===== src/rtl/hazard_sequencer.sv =====
// Pipeline controller for the five-stage core: decides per cycle whether each
// pipeline register holds, advances or flushes, and tracks halt and stall cycles.
module hazard_sequencer #(
    parameter int CNT_W = 32
) (
    input  logic             CLK,
    input  logic             RST,
    input  logic             ihit,
    input  logic             dhit,
    input  logic             mem_dREN,
    input  logic             mem_dWEN,
    input  logic             ex_dREN,
    input  logic [4:0]       ex_wsel,
    input  logic [4:0]       id_rs,
    input  logic [4:0]       id_rt,
    input  logic             id_uses_rt,
    input  logic             ex_redirect,
    input  logic             id_jump,
    input  logic             wb_halt,
    output logic             pc_en,
    output logic             ifid_en,
    output logic             idex_en,
    output logic             exmem_en,
    output logic             memwb_en,
    output logic             ifid_flush,
    output logic             idex_flush,
    output logic             exmem_flush,
    output logic             clear_mem_req,
    output logic             halted,
    output logic [CNT_W-1:0] stall_count
);

    typedef enum logic [1:0] {
        RUN   = 2'd0,
        DWAIT = 2'd1,
        IWAIT = 2'd2,
        HALT  = 2'd3
    } state_t;

    state_t state;
    logic   dserved;
    logic   dreq;
    logic   lu;
    logic   advance;
    logic   halt_entry;

    assign dreq       = mem_dREN | mem_dWEN;
    assign lu         = ex_dREN && (ex_wsel != 5'd0) &&
                        ((ex_wsel == id_rs) || (id_uses_rt && (ex_wsel == id_rt)));
    assign advance    = ihit && (!dreq || dhit || dserved) && (state != HALT);
    assign halt_entry = wb_halt && (state != HALT);

    assign clear_mem_req = dserved && !RST;

    // Redirect outranks load-use: the dependent instruction in ID is squashed anyway.
    always_comb begin
        pc_en       = 1'b0;
        ifid_en     = 1'b0;
        idex_en     = 1'b0;
        exmem_en    = 1'b0;
        memwb_en    = 1'b0;
        ifid_flush  = 1'b0;
        idex_flush  = 1'b0;
        exmem_flush = 1'b0;
        if (!RST) begin
            if (halt_entry) begin
                exmem_flush = 1'b1;
            end else if (advance) begin
                exmem_en = 1'b1;
                memwb_en = 1'b1;
                idex_en  = 1'b1;
                if (ex_redirect) begin
                    pc_en      = 1'b1;
                    ifid_en    = 1'b1;
                    ifid_flush = 1'b1;
                    idex_flush = 1'b1;
                end else if (lu) begin
                    idex_flush = 1'b1;
                end else if (id_jump) begin
                    pc_en      = 1'b1;
                    ifid_en    = 1'b1;
                    ifid_flush = 1'b1;
                end else begin
                    pc_en   = 1'b1;
                    ifid_en = 1'b1;
                end
            end
        end
    end

    always_ff @(posedge CLK) begin
        if (RST) begin
            state       <= RUN;
            dserved     <= 1'b0;
            halted      <= 1'b0;
            stall_count <= '0;
        end else begin
            if ((state != HALT) && !advance && (stall_count != {CNT_W{1'b1}}))
                stall_count <= stall_count + {{(CNT_W-1){1'b0}}, 1'b1};

            if ((state == HALT) || halt_entry || advance)
                dserved <= 1'b0;
            else if (dhit)
                dserved <= 1'b1;

            if (halt_entry) begin
                state  <= HALT;
                halted <= 1'b1;
            end else begin
                case (state)
                    RUN: begin
                        if (dhit && !ihit)
                            state <= IWAIT;
                        else if (dreq && !dhit)
                            state <= DWAIT;
                    end
                    DWAIT: begin
                        if (dhit && !ihit)
                            state <= IWAIT;
                        else if (advance)
                            state <= RUN;
                    end
                    IWAIT: begin
                        if (ihit)
                            state <= RUN;
                    end
                    HALT: state <= HALT;
                    default: state <= RUN;
                endcase
            end
        end
    end

endmodule


===== config.mk =====
export PLATFORM = sky130hd
export DESIGN_NAME = hazard_sequencer
export DESIGN_NICKNAME = d
export VERILOG_FILES = /design/src/rtl/hazard_sequencer.sv
export SDC_FILE = /design/constraint.sdc
export NUM_CORES = 1
export LEC_CHECK = 0
export ABC_AREA = 1
export BUFFER_PORTS_ARGS = -buffer_cell sky130_fd_sc_hd__buf_2
export CAP_MARGIN = 20
export CELL_PAD_IN_SITES_DETAIL_PLACEMENT = 0
export CELL_PAD_IN_SITES_GLOBAL_PLACEMENT = 1
export CORE_MARGIN = 2
export CORE_UTILIZATION = 39
export DETAILED_ROUTE_END_ITERATION = 7
export GPL_TIMING_DRIVEN = 0
export PLACE_DENSITY = 0.91
export SYNTH_ARGS = -nofsm -noshare
export SYNTH_HDL_FRONTEND = slang
export SYNTH_SLANG_ARGS = --single-unit

===== constraint.sdc =====
create_clock -name CLK -period 3.69 [get_ports CLK]
set_input_delay 0.738 -clock CLK [delete_from_list [all_inputs] [get_ports CLK]]
set_output_delay 0.738 -clock CLK [all_outputs]
set_load 0.02 [all_outputs]

==> results.md <==
Setup path:
- Grouping stages by cell kind, the critical path spends the most delay in simple AND/OR/NAND/NOR gates.
- For the worst setup path, the data arrival time is 2.05 ns.
- The largest single stage delay on the critical path is 0.40 ns.
- Across all register-to-register paths, the minimum setup slack is 1.78 ns.
- The critical register-to-register path endpoint is stall_count[4].
- The slowest cell on the critical path is nor3_1.
- The number of buffer and inverter instances along the worst setup path is 5.
- Counting cells, the worst reg-to-reg path comes to 11.
- The kind of start point of the critical path is a primary input.
- The top fanout value on the critical path is 5.
- The kind of critical path is in -> out.
- The startpoint of the lowest-slack register-to-register path is stall_count[0].
- For the worst setup path, the data required time is 2.95 ns.
- The critical path goes through buf_2 -> inv_1 -> nand2_1 -> nand3_1 -> nand2_1 -> nor3_1 -> nand2_1 -> inv_1 -> buf_4 -> buf_2.
- The most numerous cell type found on the critical path is nand2_1.
- STA classifies the critical path endpoint as an output port.

Logic synthesis:
- In the synthesized netlist, the number of instances is 452.
- During synthesis, Yosys emitted a total of 0 warnings.
- Counting flops and latches in the post-synthesis netlist gives 36.
- The netlist uses 31 different library cells.
- For this run, the register share of the synthesized area comes to 26.7%.
- Summing every instance area after synthesis gives 2700 µm².
- Dividing the synthesized area by the synthesized cell count gives 5.96 µm².
- The net count of the mapped netlist is 479.

Placed design:
- The count of buffers from port buffering is 67.
- The placed wire-length estimate is 5.92 mm.
- The weighted congestion reported at the end of routability-driven placement is 0.930.

Global route:
- The initial antenna violation count came to 0.
- The number of global-route vias before repair came to 2632.
- The pin count of the biggest net entering global routing is 13.
- The first-pass GRT wire length is 12.2 mm.
- Across every metal layer, demand over resource in global routing totals 20.3%.
- The total overflow reported by the global router is 0.

Drt:
- The count of antenna-violating nets left after detailed routing is 0.
- The mean routed wirelength per cell is 12.2 µm.
- The number of iterations in the first detailed-routing pass is 4.
- For this block, the initial DRC count from the detailed router was 120.
- The total via count after detailed routing is 2938.
- The remaining routing DRC violations is 0.
- The average vias per placed instance is 4.84.
- The final layout contains routed wiring with a total length of 7.41 mm.

CTS:
- The total CTS buffers is 5.
- The count of buffers added by post-CTS timing repair for setup is 0.
- In this run the deepest clock path goes through 2 buffers.
- Clock-pin slew was measured on the worst setup and hold paths at 0.07 ns.
- The H-tree depth reported by CTS is 2.
- After clock tree synthesis, the flow added hold-fix buffers numbering 0.
- The clock sink total is 36.
- The TritonCTS clock tree is yes.
- In this run the clock root is driven by a clkbuf_8.
- The clock insertion delay at the later pin of the skew report is 0.29 ns.
- Post-CTS repair changed the size of 0 cells.

Die:
- The number of placement rows is 30.
- The height of the die is 87.1 µm.
- In this run the standard cell core region covers 6760 µm².
- The initial utilization of the core area, before any placement, comes to 39.9%.
- In this run the horizontal extent of the chip is 87.1 µm.
- The floorplan step defined a die boundary enclosing 7590 µm².
- The I/O pin count is 68.

Timing:
- The highest achievable clock rate is 358 MHz.
- Setup violations remaining at the end of the flow were counted as 0.
- Setup repair after global routing left no endpoint under its margin.
- The worst pin sits at a relative slew slack of 51.2%.
- The count of final hold-check violations is 0.
- For the finished layout, the period the worst path requires is 2.79 ns.
- The post-route clock period utilization is 75.7%.
- The transition time of the tightest slew-check pin is 0.733 ns.
- Across the routed clock network, the largest skew measured is 0.0106 ns.
- The max-slew violation total from the final report is 0.
- The total negative slack is 0 ns.

Outcome:
- The run finished with clean final reports.

Layout:
- Relative to the synthesized area, the layout overhead comes to 19.4%.
- Leaving out fill and tap cells, the most frequent cells in the layout are nand2_1, nor2_1, buf_2.
- Leaving out fill and tap cells, the most frequent cell in the layout is nand2_1.
- After the last flow step, the layout net total stands at 553.
- The share of final-layout standard cells stronger than drive strength 1 is 23.0%.
- The end-of-flow core utilization is 47.6%.
- The number of antenna diodes in the final layout is 0.

Worst hold path:
- The depth of the worst hold-timing path is 2.
- The path category of the worst min-delay check is reg -> reg.
- The worst hold path terminates at halted.
- The hold path startpoint is halted.

Pwr:
- Dividing total power by cell area gives a power density of 259 nW/µm².
- The highest ir drop seen on vdd is 0.143 mV.
- The leakage power is 1.40 nW.

Flow run:
- The tool flagged a number of max-cap violations equal to 0.
-- final cells by class --
| type | instances | area, µm² |
|---|---|---|
| buffer | 11 | 90.1 |
| clock buffer | 5 | 68.8 |
| fill | 751 | 3540 |
| tap | 80 | 100 |
| sequential | 36 | 721 |
| timing repair buffer | 67 | 335 |
| clock inverter | 3 | 18.8 |
| multi-input combinational | 357 | 1700 |
| inverter | 48 | 183 |
-- layer usage --
layer / GRT usage, % / vias to the layer above / part of all wire (%)
li1: - / 1543 / -
met1: 27.4 / 1330 / 49
met2: 33.7 / 58 / 46
met3: 3.60 / 7 / 4.2
met4: 4.76 / 0 / 1.2
met5: 0 / - / 0
-- flip-flops by register name, indices dropped and copies added, names as in the netlist --
register	flops
dserved	1
stall_count	32
state	2
halted	1
-- cell usage after synthesis --
cell | number | share of area, %
nand3b_1 | 1 | 0.28
nand2_2 | 5 | 1.2
nand3_1 | 20 | 3.7
dfxtp_1 | 36 | 27
o21ai_1 | 2 | 0.37
nor3_1 | 6 | 1.1
nand2_4 | 1 | 0.42
inv_1 | 45 | 6.3
o21ai_0 | 8 | 1.5
nor2_2 | 2 | 0.46
nand4_1 | 8 | 1.9
inv_4 | 1 | 0.23
nand2_1 | 167 | 23
nand2_8 | 1 | 0.74
a21oi_1 | 3 | 0.56
a21boi_4 | 1 | 0.70
clkinv_1 | 1 | 0.14
a21boi_0 | 1 | 0.28
ha_1 | 1 | 0.46
buf_1 | 2 | 0.28
or2_2 | 1 | 0.23
xnor2_1 | 6 | 1.9
a21oi_2 | 23 | 7.5
clkbuf_1 | 1 | 0.14
nor2_4 | 2 | 0.84
buf_6 | 5 | 2.1
buf_4 | 3 | 0.84
o211ai_1 | 2 | 0.56
inv_2 | 1 | 0.14
xor2_1 | 10 | 3.2
nor2_1 | 86 | 12
-- kinds of logic (layout without fill, tap and decap cells) --
logic type                 count (synthesis)  count (layout)  synth area share (%)
AOI/OAI and AO/OA                         40              40                  11.4
xor gates and xnor gates                  16              16                  5.20
adders and majority gates                  1               1                 0.464
buffers and inverters                     59             134                  10.1
DFF                                       36              36                  26.7
and+or+nand+nor                          300             300                  46.1
-- worst min-delay path: cells and delay by family (launching register included) --
family	cells	cell delay, ns
flops	1	0.32
simple gates	1	0.05
compound gates	1	0.05
-- stage by stage --
stage	std cells	power [mW]	setup WS (ns)	hold slack (ns)	cell area (µm²)
2_1_floorplan	452	0.509	0.658	0.463	2700
3_5_place_dp	599	0.560	0.871	0.439	3130
3_3_place_gp	599	0.556	0.941	0.437	3130
6_report	607	0.834	0.898	0.452	3220
4_1_cts	607	0.840	0.887	0.457	3220
5_1_grt	607	0.876	0.734	0.495	3220
-- report_power, final --
part | internal, mW | switching (mW) | total, mW
clock | 0.132 | 0.152 | 0.284
combinational | 0.0533 | 0.0931 | 0.146
sequential | 0.396 | 0.00783 | 0.404
total | 0.581 | 0.253 | 0.834
-- how the worst max path moves through the flow --
stage | to | slack, ns | start | cells past startpoint
after detailed placement | pc_en | 0.87 | mem_dREN | 10
final | pc_en | 0.90 | mem_dREN | 10
after floorplan | idex_flush | 0.66 | mem_dREN | 6
after global routing | pc_en | 0.73 | mem_dREN | 10
after CTS | pc_en | 0.89 | mem_dREN | 10
after global placement | pc_en | 0.94 | mem_dREN | 10
No activity file was read; power rests on OpenSTA's default activity.
